### config.mk
export PLATFORM = sky130hd
export DESIGN_NAME = isp_frame_ctrl
export DESIGN_NICKNAME = d
export VERILOG_FILES = /design/src/rtl/isp_frame_ctrl.sv
export SDC_FILE = /design/constraint.sdc
export NUM_CORES = 1
export LEC_CHECK = 0
export ABC_AREA = 1
export BUFFER_PORTS_ARGS = -buffer_cell sky130_fd_sc_hd__buf_4
export CAP_MARGIN = 20
export CORE_MARGIN = 2
export CORE_UTILIZATION = 50
export DETAILED_ROUTE_END_ITERATION = 12
export GPL_ROUTABILITY_DRIVEN = 0
export MAX_ROUTING_LAYER = met4
export PLACE_DENSITY_LB_ADDON = 0.25
export SKIP_LAST_GASP = 1
export SYNTH_ARGS = -nofsm -noshare
export SYNTH_HDL_FRONTEND = slang
export SYNTH_SLANG_ARGS = --single-unit
### constraint.sdc
create_clock -name clk -period 1.3 [get_ports clk]
set_input_delay 0.065 -clock clk [delete_from_list [all_inputs] [get_ports clk]]
set_output_delay 0.065 -clock clk [all_outputs]
set_load 0.02 [all_outputs]
### src/rtl/isp_frame_ctrl.sv
// rtl/isp_frame_ctrl.sv - frame sequencer and shadowed configuration for the ISP chain
module isp_frame_ctrl #(
    parameter int unsigned H_ACT    = 1280,
    parameter int unsigned V_ACT    = 720,
    parameter int unsigned PIPE_LAT = 16,
    parameter logic [7:0]  THR_INIT = 8'd128,
    parameter logic        VS_POL   = 1'b1
) (
    input  logic        clk,
    input  logic        rst_n,
    input  logic        hsync_i,
    input  logic        vsync_i,
    input  logic        de_i,
    input  logic        cfg_wr,
    input  logic [1:0]  cfg_addr,
    input  logic [15:0] cfg_wdata,
    output logic [7:0]  threshold,
    output logic [10:0] roi_x,
    output logic [10:0] roi_y,
    output logic        bypass_mid,
    output logic        bypass_gauss,
    output logic [10:0] pix_x,
    output logic [10:0] pix_y,
    output logic        cfg_pending,
    output logic        busy,
    output logic        frame_done,
    output logic        frame_err,
    output logic        line_err,
    output logic [15:0] frame_cnt
);
    localparam int unsigned    DW         = $clog2(PIPE_LAT + 2);
    localparam logic [10:0]    H_LEN      = 11'(H_ACT);
    localparam logic [10:0]    V_LAST     = 11'(V_ACT - 1);
    localparam logic [10:0]    SAT        = 11'h7ff;
    localparam logic [DW-1:0]  DRAIN_LOAD = DW'(PIPE_LAT);

    typedef enum logic [1:0] {IDLE = 2'd0, ACTIVE = 2'd1, DRAIN = 2'd2} state_t;

    state_t        state_q, state_d;
    logic          vs_d1_q, vs_d2_q, de_d1_q, de_d2_q;
    logic [7:0]    thr_q, thr_d, sh_thr_q, sh_thr_d;
    logic [10:0]   roi_x_q, roi_x_d, sh_roi_x_q, sh_roi_x_d;
    logic [10:0]   roi_y_q, roi_y_d, sh_roi_y_q, sh_roi_y_d;
    logic [1:0]    mode_q, mode_d, sh_mode_q, sh_mode_d;
    logic          pend_q, pend_d;
    logic [10:0]   pix_x_q, pix_x_d, pix_y_q, pix_y_d;
    logic          line_err_q, line_err_d;
    logic          done_q, done_d, ferr_q, ferr_d;
    logic [15:0]   fcnt_q, fcnt_d;
    logic [DW-1:0] cnt_q, cnt_d;
    logic          vs_n, fs, le;
    logic [5:0]    unused_inputs;

    // hsync carries no information beyond de; upper write-data bits are truncated away
    assign unused_inputs = {hsync_i, cfg_wdata[15:11]};

    assign vs_n = ~(vsync_i ^ VS_POL);
    assign fs   = vs_d1_q & ~vs_d2_q;
    assign le   = ~de_d1_q & de_d2_q;

    // Next state: shadow writes, counters, line check, frame FSM; fs overrides everything
    always_comb begin
        state_d    = state_q;
        thr_d      = thr_q;
        roi_x_d    = roi_x_q;
        roi_y_d    = roi_y_q;
        mode_d     = mode_q;
        sh_thr_d   = sh_thr_q;
        sh_roi_x_d = sh_roi_x_q;
        sh_roi_y_d = sh_roi_y_q;
        sh_mode_d  = sh_mode_q;
        pend_d     = pend_q;
        pix_x_d    = pix_x_q;
        pix_y_d    = pix_y_q;
        line_err_d = line_err_q;
        done_d     = 1'b0;
        ferr_d     = 1'b0;
        fcnt_d     = fcnt_q;
        cnt_d      = cnt_q;

        if (de_i && pix_x_q != SAT) pix_x_d = pix_x_q + 11'd1;
        // a new line may start in the very cycle the previous one is closed
        if (le) pix_x_d = de_i ? 11'd1 : 11'd0;

        if (state_q == ACTIVE && le) begin
            if (pix_y_q != SAT) pix_y_d = pix_y_q + 11'd1;
            if (pix_x_q != H_LEN) line_err_d = 1'b1;
            if (pix_y_q == V_LAST) begin
                state_d = DRAIN;
                cnt_d   = DRAIN_LOAD;
            end
        end

        if (state_q == DRAIN) begin
            if (cnt_q <= DW'(1)) begin
                done_d  = 1'b1;
                fcnt_d  = fcnt_q + 16'd1;
                state_d = IDLE;
            end else begin
                cnt_d = cnt_q - DW'(1);
            end
        end

        if (fs) begin
            thr_d      = sh_thr_q;
            roi_x_d    = sh_roi_x_q;
            roi_y_d    = sh_roi_y_q;
            mode_d     = sh_mode_q;
            pend_d     = 1'b0;
            line_err_d = 1'b0;
            pix_x_d    = 11'd0;
            pix_y_d    = 11'd0;
            state_d    = ACTIVE;
            done_d     = (state_q == DRAIN);
            ferr_d     = (state_q == ACTIVE);
            fcnt_d     = (state_q == DRAIN) ? fcnt_q + 16'd1 : fcnt_q;
        end

        // a write coinciding with fs lands in the shadow and waits for the next frame
        if (cfg_wr) begin
            pend_d = 1'b1;
            case (cfg_addr)
                2'd0:    sh_thr_d   = cfg_wdata[7:0];
                2'd1:    sh_roi_x_d = cfg_wdata[10:0];
                2'd2:    sh_roi_y_d = cfg_wdata[10:0];
                default: sh_mode_d  = cfg_wdata[1:0];
            endcase
        end
    end

    // State and input-delay registers
    always_ff @(posedge clk or negedge rst_n) begin
        if (!rst_n) begin
            state_q    <= IDLE;
            vs_d1_q    <= 1'b0;
            vs_d2_q    <= 1'b0;
            de_d1_q    <= 1'b0;
            de_d2_q    <= 1'b0;
            thr_q      <= THR_INIT;
            roi_x_q    <= 11'd0;
            roi_y_q    <= 11'd0;
            mode_q     <= 2'd0;
            sh_thr_q   <= THR_INIT;
            sh_roi_x_q <= 11'd0;
            sh_roi_y_q <= 11'd0;
            sh_mode_q  <= 2'd0;
            pend_q     <= 1'b0;
            pix_x_q    <= 11'd0;
            pix_y_q    <= 11'd0;
            line_err_q <= 1'b0;
            done_q     <= 1'b0;
            ferr_q     <= 1'b0;
            fcnt_q     <= 16'd0;
            cnt_q      <= '0;
        end else begin
            state_q    <= state_d;
            vs_d1_q    <= vs_n;
            vs_d2_q    <= vs_d1_q;
            de_d1_q    <= de_i;
            de_d2_q    <= de_d1_q;
            thr_q      <= thr_d;
            roi_x_q    <= roi_x_d;
            roi_y_q    <= roi_y_d;
            mode_q     <= mode_d;
            sh_thr_q   <= sh_thr_d;
            sh_roi_x_q <= sh_roi_x_d;
            sh_roi_y_q <= sh_roi_y_d;
            sh_mode_q  <= sh_mode_d;
            pend_q     <= pend_d;
            pix_x_q    <= pix_x_d;
            pix_y_q    <= pix_y_d;
            line_err_q <= line_err_d;
            done_q     <= done_d;
            ferr_q     <= ferr_d;
            fcnt_q     <= fcnt_d;
            cnt_q      <= cnt_d;
        end
    end

    assign threshold    = thr_q;
    assign roi_x        = roi_x_q;
    assign roi_y        = roi_y_q;
    assign bypass_mid   = mode_q[0];
    assign bypass_gauss = mode_q[1];
    assign pix_x        = pix_x_q;
    assign pix_y        = pix_y_q;
    assign cfg_pending  = pend_q;
    assign busy         = (state_q != IDLE);
    assign frame_done   = done_q;
    assign frame_err    = ferr_q;
    assign line_err     = line_err_q;
    assign frame_cnt    = fcnt_q;
endmodule

-- Yosys cells after proc, flatten, opt, wreduce, memory -nomap -nowiden
Cells that the tools add are included.
Widths: inputs -> output; s select.
- register bits after elaboration: 117
- bits of input ports: 24
- logic and storage cells: 86
- add/sub/neg operators: 4
- magnitude comparators: 1
- equality and inequality tests: 8
- muxes and demuxes: 29
- bitwise gates (word level): 5
- reduce and logical (&&, ||, !) cells: 18
- operators by type and width (operator ; count):
    $mux 11 ; 6
    $mux 16 ; 4
    $ne 11x11->1 const B ; 3
    $add 11x1->11 const B ; 2
    $mux 5 ; 4
    $add 16x1->16 const B ; 1
    $reduce_and 2->1 ; 7
    $reduce_bool 2->1 ; 6
    $eq 11x10->1 const B ; 1
    $mux 1 ; 10
    $mux 2 ; 5
    $le 5x1->1 const B ; 1
    $sub 5x1->5 const B ; 1
    $eq 2x1->1 const B ; 2
    $eq 2x2->1 const B ; 2
    $not 1->1 ; 3
    $reduce_bool 3->1 ; 1
    $reduce_or 3->1 ; 1
    $and 1x1->1 ; 2
    $logic_and 1x1->1 ; 2
    $logic_not 2->1 ; 1

-- Logic depth before layout (Yosys ltp)
Gate-level depths: netlist of run 1.
- word-level depth: 7
- mapped depth: 9
- mapped depth without buffers: 9

-- Least setup slack after synthesis of run 1
OpenSTA, ideal clock, no wires.
- kind: reg2reg
- start: reg pix_y_q[0] (netlist: pix_y[0])
- end: reg cnt_q[2]
- library setup time: 0.129 ns
- data arrival time: 1.441 ns
- required time: 1.171 ns
- setup slack: -0.270 ns
- stages on the path, launching flop included: 9
- path buffers: 0
- period minus slack after synthesis: 1.570 ns
- cell sequence: dfrtp_1 ha_1 nand2_1 nor2_2 inv_1 nor2_1 nand2_1 nand2_1 o22ai_1
- longest elaborated chain between the ends: 5
- RTL lines (what ; line ; RTL):
    start, declared ; 46 ; logic [10:0] pix_x_q, pix_x_d, pix_y_q, pix_y_d;
    start signal, assigned ; 171 ; pix_y_q <= pix_y_d;
    $eq 11x10->1 * ; 88 ; if (pix_y_q == V_LAST) begin
    $mux 5 * ; 88 ;
    $mux 5 * ; 85 ; if (state_q == ACTIVE && le) begin
    $mux 5 ; 95 ; if (cnt_q <= DW'(1)) begin
    $mux 5 * ; 94 ; if (state_q == DRAIN) begin
    net cnt_d[2] ; 50 ; logic [DW-1:0] cnt_q, cnt_d;
    end signal, assigned ; 176 ; cnt_q <= cnt_d;
    end, declared ; 50 ;
Mark *: on every way through the listed nets, which the timed path passes. The rest lies on a longest branch.
A chain may end at the register's enable or synchronous reset.

-- Worst setup path in the final report of run 1
- start: reg pix_x_q[0] (netlist: pix_x[0])
- end: reg pix_x_q[2] (netlist: pix_x[2])
- longest elaborated chain between the ends: 4
- elaborated cells between the ends (all ways): 7
- those cells by class: add/sub: 1; eq/ne: 1; mux: 3; reduce/logical: 2
- RTL lines (what ; line ; RTL):
    start, declared ; 46 ;
    start signal, assigned ; 170 ; pix_x_q <= pix_x_d;
    $add 11x1->11 ; 81 ; if (de_i && pix_x_q != SAT) pix_x_d = pix_x_q + 11'd1;
    $mux 11 ; 81 ;
    $mux 11 ; 83 ; if (le) pix_x_d = de_i ? 11'd1 : 11'd0;
    $mux 11 ; 104 ; if (fs) begin
Parallel ways exist; a longest one is shown, timed or not. The select of a mux whose other input is x is not followed.

==> results of run 1 <==
## cells by family after synthesis
kind of cell	after synthesis	synth area share
and+or+nand+nor	374	0.295
xor gates and xnor gates	15	0.0242
adders and majority gates	6	0.0138
AOI/OAI and AO/OA	70	0.0677
DFF	117	0.539
buffers and inverters	79	0.0603
## synth_stat cells, drive strengths merged
cell and n:
nor3 12, a21oi 8, a21o 1, o21a 1, xor2 14, xnor2 1
nand4 17, o21ai 54, nand3 39, clkbuf 12, clkinv 1, dfrtp 115
nand3b 4, o22ai 3, a41oi 1, or2 1, inv 58, nor2 45
buf 8, o21bai 2, dfstp 2, nand2 256, ha 6
## path summary, 6_finish.rpt
| kind | startpoint | end | cells after the start |
|---|---|---|---|
| max | pix_x[0] | pix_x[2] | 8 |
| min | rst_n | pix_y[4] | 3 |
| max reg2reg | pix_x[0] | pix_x[2] | 8 |
| min reg2reg | vs_d1_q | vs_d2_q | 0 |
| max in group asynchronous | rst_n | frame_cnt[6] | 3 |
| min in group clk | vsync_i | vs_d1_q | 2 |
## critical path: stages, from the launching register on
cell	delay, ns
sky130_fd_sc_hd__dfrtp_2	0.41
sky130_fd_sc_hd__ha_4	0.16
sky130_fd_sc_hd__nand2_4	0.06
sky130_fd_sc_hd__nor2_4	0.12
sky130_fd_sc_hd__nand3_4	0.12
sky130_fd_sc_hd__nand2_8	0.11
sky130_fd_sc_hd__nand2_8	0.11
sky130_fd_sc_hd__a21oi_2	0.15
sky130_fd_sc_hd__nor2_1	0.05
## state kept, by name, indices dropped and copies added (netlist names)
register	count
roi_y	11
frame_err	1
state_q	2
frame_done	1
cnt_q	5
sh_mode_q	2
pix_y	11
pix_x	11
sh_thr_q	8
cfg_pending	1
sh_roi_x_q	11
de_d1_q	1
de_d2_q	1
frame_cnt	16
vs_d1_q	1
roi_x	11
mode_q	2
sh_roi_y_q	11
line_err	1
vs_d2_q	1
threshold	8
## area by class of cell
type	count	area, um^2
Clock buffer	17	414
Clock inverter	15	204
Fill cell	765	2620
Inverter	59	239
Multi-Input combinational cell	467	2440
Sequential cell	117	2950
Tap cell	140	175
Timing Repair Buffer	195	1690
Timing Repair inverter	1	11.3
## through the flow
stage | std cells | TNS [ns] | util | hold WS (ns)
floorplan | 661 | -1.54 | - | -0.231
global placement | 939 | -0.374 | 0.636 | 0.109
detailed placement | 939 | -2.58 | 0.636 | 0.120
CTS | 1003 | -1.52 | 0.737 | 0.145
global route | 1011 | -6.00 | 0.757 | 0.151
finish | 1011 | -2.53 | 0.757 | 0.135
## where the power goes
group / switching [uW] / leakage [uW] / internal (uW) / total [uW]
Sequential: 317 / 0.00150 / 4070 / 4390
Clock: 1760 / 0.000291 / 3120 / 4890
Combinational: 1000 / 0.00233 / 810 / 1810
Total: 3080 / 0.00412 / 8010 / 11100
## metal layers
metal  GRT usage  vias up  share of wire
li1            -     2514              -
met1       0.315     2585           0.41
met2       0.464      166           0.53
met3      0.0639       30          0.046
met4      0.0842        0          0.015
met5           -        -              0
## what timing repair did
item | CTS | global route
gates cloned | 3 | 1
endpoints found under the setup margin | 60 | 69
hold buffers | 17 | 0
buffers inserted | 13 | 8
gates resized for setup | 53 | 46
pin swaps | 12 | 7
endpoints found under the hold margin | 156 | 0
==> impl_summary.txt, run 1 <==
----------------------------------------------------
[Status]
  Status ... finished, violations left
  Failing checks ... negative setup slack

[Drt]
  Post-DRT Antenna Nets ... 0
  DRC violation count after routing ... 0
  Number of violations reported at the end of detailed-routing iteration 0 ... 306
  Routed wire length ... 15000 um
  Vias ... 5295
  Average wire per cell in the routed design ... 14.9 um
  DRT Pass-1 Iters ... 5
  Vias per cell ... 5.24

[Clock tree]
  Clock sinks ... 117
  Worst skew pair latency ... ~0.52 ns
  Cell at the root of the clock tree ... sky130_fd_sc_hd__clkbuf_8
  Cts bufs inserted ... 17
  Clock Pin Slew Worst Setup and Hold Paths ... 0.06 ns
  TritonCTS clock tree ... done
  CTS H-tree lvls ... 4
  Buffer depth of the longest clock path ... 2

[Yosys]
  Dominant cells by area after synthesis ... sky130_fd_sc_hd__dfrtp_1 (53%), sky130_fd_sc_hd__nand2_1 (17%), sky130_fd_sc_hd__o21ai_0 (5.0%)
  Mapped Cells ... 661
  Largest area contributor in the netlist ... sky130_fd_sc_hd__dfrtp_1
  Flops & latches, synth ... between 100 and 150
  Portion of synthesized cell area occupied by the leading cell type ... 0.529
  Sequential element share of the synthesized area ... 0.539
  Synth unique cells ... 32
  Avg Cell Area, Syn ... 8.22 um^2
  Post-synthesis cell area ... 5440 um^2
  Syn. warnings ... 0
  Syn nets ... 691

[Pwr]
  Power per unit of standard cell area ... 1360 nW/um^2
  Total power draw ... between 10000 and 15000 uW
  Worst IR drop on VDD ... 1120 uV
  Leakage power figure ... 0.00412 uW

[Die]
  Ports ... 99
  Initial Util ... 0.506
  Horiz. Die Dim ... about 110 um
  Std-Cell Core Area ... approximately 11000 um^2
  Die H ... 108 um
  Rows ... 38
  Total die area ... roughly 12000 um^2

[Cells and area]
  Most common cell after layout, fill and taps aside ... sky130_fd_sc_hd__nand2_1
  Area overhead of the layout relative to synthesis ... 49.6%
  Fraction of final layout cells sized beyond drive strength 1 ... 0.335
  Final cell area excluding filler cells ... 8130 um^2
  Antenna cells ... 0
  Final nets ... 888
  Commonest non-fill, non-tap cells in the layout ... sky130_fd_sc_hd__nand2_1 (239), sky130_fd_sc_hd__buf_4 (135), sky130_fd_sc_hd__dfrtp_1 (101)

[Placement]
  Placed wire-length estimate after detailed placement ... 9250 um
  Pre-CTS setup slack ... -0.136 ns
  Count of buffers from port buffering ... 92
  Placed standard-cell area ... 6840 um^2

[Timing]
  Maximum operating frequency ... 704 MHz
  Relative slew slack ... 0.637
  Total count of hold-check failures in the final report ... 0
  Least-Margin Pin Slew ... 0.545 ns
  Setup violators final ... between 40 and 50
  Setup Skew ... slightly above 0.007 ns
  Min Clock Period, post-route ... 1.42 ns
  Final Cycle Share ... 1.09
  Final critical-path setup slack ... -0.120 ns
  Max-slew violation count ... 0
  Setup repair after global routing missed its margin ... yes

[Worst setup path]
  Worst endpoint data arrival time ... 1.82 ns
  Critical Setup Path Class ... reg2reg
  Required time of the worst setup path ... ~1.7 ns
  Top fanout value on the critical path ... 8
  Endpoint type of the worst setup path ... flop
  Kind of start point of the critical path ... flop
  Minimum setup slack among reg-to-reg paths ... -0.12 ns

[GRT]
  Vias in the first global route ... 5137
  Largest net degree at the start of global routing ... 76
  Antenna violations before repair ... 0
  Total overflow reported by the global router ... 0
  Total routing resource utilization after global routing ... 0.270
  Global-route wire length before repair ... 23800 um

[Run]
  Total of max-cap violations ... 0

[Worst hold path]
  Class of the tightest hold or removal check ... in2async

----------------------------------------------------
No activity file was read; power rests on OpenSTA's default activity.
==> run 2: changes to the inputs <==
SETUP_SLACK_MARGIN = 0.05   (was unset)
==> impl_summary.txt, run 2 (synthesis results as in run 1) <==
----------------------------------------------------
[Drt]
  Post-DRT Antenna Nets ... 0
  Number of violations reported at the end of detailed-routing iteration 0 ... 420
  Vias ... 5477
  DRC violation count after routing ... 0
  DRT Pass-1 Iters ... 7
  Routed wire length ... between 15000 and 20000 um
  Vias per cell ... 5.33
  Average wire per cell in the routed design ... 16.2 um

[Die]
  Die H ... 108 um
  Initial Util ... 0.506
  Std-Cell Core Area ... roughly 11000 um^2
  Rows ... 38
  Horiz. Die Dim ... 108 um
  Ports ... 99
  Total die area ... 11700 um^2

[Clock tree]
  Clock Pin Slew Worst Setup and Hold Paths ... 0.06 ns
  TritonCTS clock tree ... done
  Worst skew pair latency ... 0.52 ns
  Buffer depth of the longest clock path ... 2
  CTS H-tree lvls ... 4
  Cell at the root of the clock tree ... sky130_fd_sc_hd__clkbuf_8
  Clock sinks ... about 120
  Cts bufs inserted ... 17

[Cells and area]
  Non-Filler Instances ... slightly above 1000
  Area overhead of the layout relative to synthesis ... 57.8%
  Fraction of final layout cells sized beyond drive strength 1 ... 0.389
  Final nets ... roughly 910
  Commonest non-fill, non-tap cells in the layout ... sky130_fd_sc_hd__nand2_1 (226), sky130_fd_sc_hd__buf_4 (135), sky130_fd_sc_hd__dfrtp_1 (97)
  Most common cell after layout, fill and taps aside ... sky130_fd_sc_hd__nand2_1
  Max FFs per register ... 16
  Antenna cells ... 0

[Status]
  Status ... finished, violations left
  Failing checks ... negative setup slack

[Pwr]
  Total power draw ... 11100 uW
  Power per unit of standard cell area ... between 1000 and 1500 nW/um^2
  Worst IR drop on VDD ... 1220 uV
  Leakage power figure ... between 0.004 and 0.005 uW

[Worst setup path]
  Required time of the worst setup path ... between 1.5 and 2 ns
  Worst endpoint data arrival time ... 1.93 ns
  Critical Setup Path Class ... reg2reg
  Kind of start point of the critical path ... flop
  Launch point of the critical path ... pix_y[5]
  Top fanout value on the critical path ... 5
  Minimum setup slack among reg-to-reg paths ... -0.20 ns
  Endpoint type of the worst setup path ... flop
  Worst r2r src ... pix_y[5]

[Timing]
  Final Cycle Share ... 1.15
  Worst hold slack ... roughly 0.10 ns
  Setup repair after global routing missed its margin ... yes
  Setup Skew ... ~0.0075 ns
  Relative slew slack ... 0.774
  Maximum operating frequency ... 668 MHz
  Min Clock Period, post-route ... approximately 1.5 ns
  Least-Margin Pin Slew ... between 0.3 and 0.4 ns
  Max-slew violation count ... 0
  Total count of hold-check failures in the final report ... 0
  Setup violators final ... 46
  Setup tns final ... -3.96 ns
  Final critical-path setup slack ... -0.198 ns

[Placement]
  Placed wire-length estimate after detailed placement ... 9220 um
  Count of buffers from port buffering ... 92
  Cell count after placement ... 930

[GRT]
  Total overflow reported by the global router ... 0
  Antenna violations before repair ... 0
  Global-route wire length before repair ... roughly 25000 um
  Largest net degree at the start of global routing ... between 60 and 70
  Vias in the first global route ... 5423
  Total routing resource utilization after global routing ... 0.286

[Run]
  Total of max-cap violations ... 0

[Worst hold path]
  Class of the tightest hold or removal check ... in2async

----------------------------------------------------
-- run 2: cell types whose count changed in the layout (fill, tap and decap cells not counted), moves of 7 or more --
cell | previous run | this run
sky130_fd_sc_hd__nand2_4 | 8 | 15
sky130_fd_sc_hd__nand2_1 | 239 | 226
sky130_fd_sc_hd__buf_6 | 40 | 50
sky130_fd_sc_hd__o21ai_0 | 44 | 36
sky130_fd_sc_hd__nand3_1 | 36 | 24
sky130_fd_sc_hd__nand3_2 | 1 | 13
-- run 2: layout make-up --
cell class | instances | area, um^2
multi-input cells | 467 | 2650
repair buffers | 212 | 1940
well taps | 140 | 175
clock buffers | 21 | 439
inverters | 59 | 251
fillers | 664 | 2170
flip-flops and latches | 117 | 2950
clock inverters | 11 | 151
repair inverters | 1 | 11.3
-- run 2: worst max-delay path, cell delays in order (launching register included) --
cell	delay [ns]
sky130_fd_sc_hd__dfrtp_1	0.43
sky130_fd_sc_hd__nand2_1	0.13
sky130_fd_sc_hd__nor2_2	0.15
sky130_fd_sc_hd__nand4_1	0.17
sky130_fd_sc_hd__nand2_4	0.19
sky130_fd_sc_hd__buf_12	0.14
sky130_fd_sc_hd__nand2_1	0.07
sky130_fd_sc_hd__o21ai_1	0.12
-- run 2: power by group --
part	total, uW	internal (uW)	switching (uW)
sequential	4390	4070	323
combinational	2020	921	1100
clock	4650	2980	1670
-- run 2: what timing repair did --
| action | in CTS | in global routing |
|---|---|---|
| hold buffers | 19 | 0 |
| cloned | 5 | 1 |
| hold endpoints to repair | 156 | 0 |
| pin swaps | 18 | 33 |
| setup endpoints to repair | 67 | 84 |
| gates resized for setup | 86 | 87 |
| setup buffers | 25 | 18 |
-- run 2: path summary, 6_finish.rpt --
path / depth (start not counted) / end
worst max register to register: 7 / pix_y[2]
worst min-delay path: 3 / pix_x[4]
min in group clk: 2 / vs_d1_q
worst max-delay path: 7 / pix_y[2]
worst min register to register: 0 / vs_d2_q
max in group asynchronous: 3 / pix_x[3]
-- run 2: per-stage QoR --
stage	area, um^2	worst slack [ns]	util
2_1_floorplan	5560	-0.0886	-
3_3_place_gp	6790	-0.0690	0.632
3_5_place_dp	6790	-0.101	0.632
4_1_cts	8140	-0.0765	0.758
5_1_grt	8580	-0.282	0.798
6_report	8580	-0.198	0.798
-- run 2: per-layer routing --
| metal | up-vias | share of wire | wire, um | global-route usage |
|---|---|---|---|---|
| met5 | - | 0 | 0 | - |
| met2 | 229 | 0.52 | 8590 | 0.481 |
| met1 | 2628 | 0.40 | 6590 | 0.338 |
| met4 | 0 | 0.031 | 517 | 0.110 |
| li1 | 2555 | - | - | - |
| met3 | 65 | 0.055 | 909 | 0.0621 |
==> run 3: changes to the inputs <==
CORE_UTILIZATION = 40   (was 50)
REMOVE_ABC_BUFFERS = 1   (was unset)
==> impl_summary.txt, run 3 (synthesis results as in run 1) <==
----------------------------------------------------
[Status]
  Status ... finished, violations left
  Failing checks ... negative setup slack

[Worst setup path]
  Worst reg2reg endpoint ... pix_y[3]
  Kind of start point of the critical path ... flop
  Critical Setup Path Class ... reg2reg
  Minimum setup slack among reg-to-reg paths ... -0.08 ns
  Endpoint type of the worst setup path ... flop
  Worst endpoint data arrival time ... 1.68 ns
  Top fanout value on the critical path ... 5
  Required time of the worst setup path ... 1.60 ns
  Launch point of the critical path ... pix_y[0]
  Cell depth of the worst flop-to-flop path ... 7
  Critical path capture point ... pix_y[3]
  Worst r2r src ... pix_y[0]

[Cells and area]
  Total of fill cells in the finished design ... 1142
  Commonest non-fill, non-tap cells in the layout ... sky130_fd_sc_hd__nand2_1 (229), sky130_fd_sc_hd__buf_4 (155), sky130_fd_sc_hd__dfrtp_1 (109)
  Final nets ... 885
  Fraction of final layout cells sized beyond drive strength 1 ... 0.346
  Area overhead of the layout relative to synthesis ... 48.0%
  Max FFs per register ... 16
  Most common cell after layout, fill and taps aside ... sky130_fd_sc_hd__nand2_1
  Core Util, Final ... 0.607
  Antenna cells ... 0

[Drt]
  Vias per cell ... 4.86
  DRC violation count after routing ... 0
  Routed wire length ... ~14000 um
  Average wire per cell in the routed design ... 13.8 um
  Post-DRT Antenna Nets ... 0
  Vias ... between 5000 and 6000
  DRT Pass-1 Iters ... 5
  Number of violations reported at the end of detailed-routing iteration 0 ... about 350

[Timing]
  Final critical-path setup slack ... -0.0812 ns
  Maximum operating frequency ... 724 MHz
  Total count of hold-check failures in the final report ... 0
  Max-slew violation count ... 0
  Setup violators final ... 41
  Relative slew slack ... 0.724
  Setup Skew ... 0.00799 ns
  Least-Margin Pin Slew ... 0.413 ns
  Final Cycle Share ... 1.06
  Setup repair after global routing missed its margin ... yes
  Min Clock Period, post-route ... about 1.4 ns

[Placement]
  Count of buffers from port buffering ... 92
  Placed wire-length estimate after detailed placement ... 9480 um

[GRT]
  Total overflow reported by the global router ... 0
  Largest net degree at the start of global routing ... 37
  Global-route wire length before repair ... 23700 um
  Met2 layer usage reported by global route ... 0.335
  Total routing resource utilization after global routing ... 0.209
  Met3 capacity usage during global routing ... 0.0472
  Antenna violations before repair ... 0
  Global routing's busiest layer ... met2
  Vias in the first global route ... slightly above 5000
  Met1 track demand over resource in global routing ... 0.262

[Pwr]
  Total power draw ... 10700 uW
  Leakage power figure ... 0.00404 uW
  Power per unit of standard cell area ... 1330 nW/um^2
  Worst IR drop on VDD ... 978 uV

[Clock tree]
  Buffer depth of the longest clock path ... 2
  Worst skew pair latency ... 0.41 ns
  Clock Pin Slew Worst Setup and Hold Paths ... 0.06 ns
  Cts bufs inserted ... 17
  CTS H-tree lvls ... 4
  Cell at the root of the clock tree ... sky130_fd_sc_hd__clkbuf_16
  TritonCTS clock tree ... done
  Clock sinks ... 117

[Worst hold path]
  Class of the tightest hold or removal check ... in2reg

[Die]
  Die H ... approximately 120 um
  Horiz. Die Dim ... 121 um
  Initial Util ... 0.410
  Total die area ... around 15000 um^2
  Std-Cell Core Area ... 13200 um^2
  Ports ... 99
  Rows ... 42

[Run]
  Total of max-cap violations ... 0

----------------------------------------------------
==> run 3: changes by cell type in the layout (fill, tap and decap cells not counted), sizes merged <==
cell         delta
clkinv          +3
inv             -1
dlygate4sd3     -4
clkbuf          -1
buf            -16
bufinv          -1
==> run 3: worst max-delay path, stage by stage (launching register included) <==
cell                      delay [ns]
sky130_fd_sc_hd__dfrtp_1        0.36
sky130_fd_sc_hd__ha_2           0.19
sky130_fd_sc_hd__nand2_2        0.08
sky130_fd_sc_hd__nor2_4         0.12
sky130_fd_sc_hd__nand4_1        0.15
sky130_fd_sc_hd__nand2_4        0.15
sky130_fd_sc_hd__buf_6          0.14
sky130_fd_sc_hd__o21ai_1        0.07
==> run 3: what timing repair did <==
action / in CTS / in global routing
hold buffers: 15 / 0
setup buffers: 3 / 6
endpoints found under the hold margin: 150 / 0
resized for setup: 65 / 60
setup endpoints to repair: 48 / 87
cloned: 6 / 0
pin swaps: 23 / 16
==> run 3: area by class of cell <==
type | instances | area, um^2 | share of cell area
clock buffers | 20 | 447 | 0.0555
clock inverters | 12 | 131 | 0.0163
inverters | 59 | 226 | 0.0282
multi-input cells | 467 | 2490 | 0.309
flip-flops and latches | 117 | 2940 | 0.365
well taps | 176 | 220 | 0.0274
repair buffers | 192 | 1580 | 0.197
repair inverters | 1 | 8.76 | 0.00109
==> run 3: metal layers <==
metal | wire (um) | part of all wire
met1 | 6310 | 0.44
met2 | 7210 | 0.50
met3 | 692 | 0.048
met4 | 232 | 0.016
met5 | 0 | 0
==> run 3: through the flow <==
stage	worst slack [ns]	hold WS, ns	cells	TNS, ns	instance area [um^2]
6_report	-0.0812	0.0314	1044	-1.95	8040
5_1_grt	-0.161	0.0728	1044	-5.52	8040
4_1_cts	-0.0792	0.0134	1038	-2.20	7810
3_5_place_dp	-0.127	0.0258	982	-2.45	6820
3_3_place_gp	-0.0785	0.0201	982	-0.735	6820
2_1_floorplan	-1.11	-0.231	641	-57.39	5330
==> run 3: worst min-delay path by stage <==
| stage | depth (start not counted) | startpoint | slack, ns | end |
|---|---|---|---|---|
| global route | 3 | cfg_addr[0] | 0.07 | sh_mode_q[0] |
| finish | 3 | cfg_addr[0] | 0.03 | sh_mode_q[0] |
| detailed placement | 1 | rst_n | 0.03 | pix_x[6] |
| CTS | 3 | cfg_addr[0] | 0.01 | sh_mode_q[0] |
| global placement | 1 | rst_n | 0.02 | pix_x[6] |
| floorplan | 0 | rst_n | -0.23 | cfg_pending |
==> run 3: power breakdown <==
part           leakage (uW)  switching [uW]  internal [uW]
clock              0.000272            1680           2870
combinational       0.00226             999            786
sequential          0.00151             271           4060
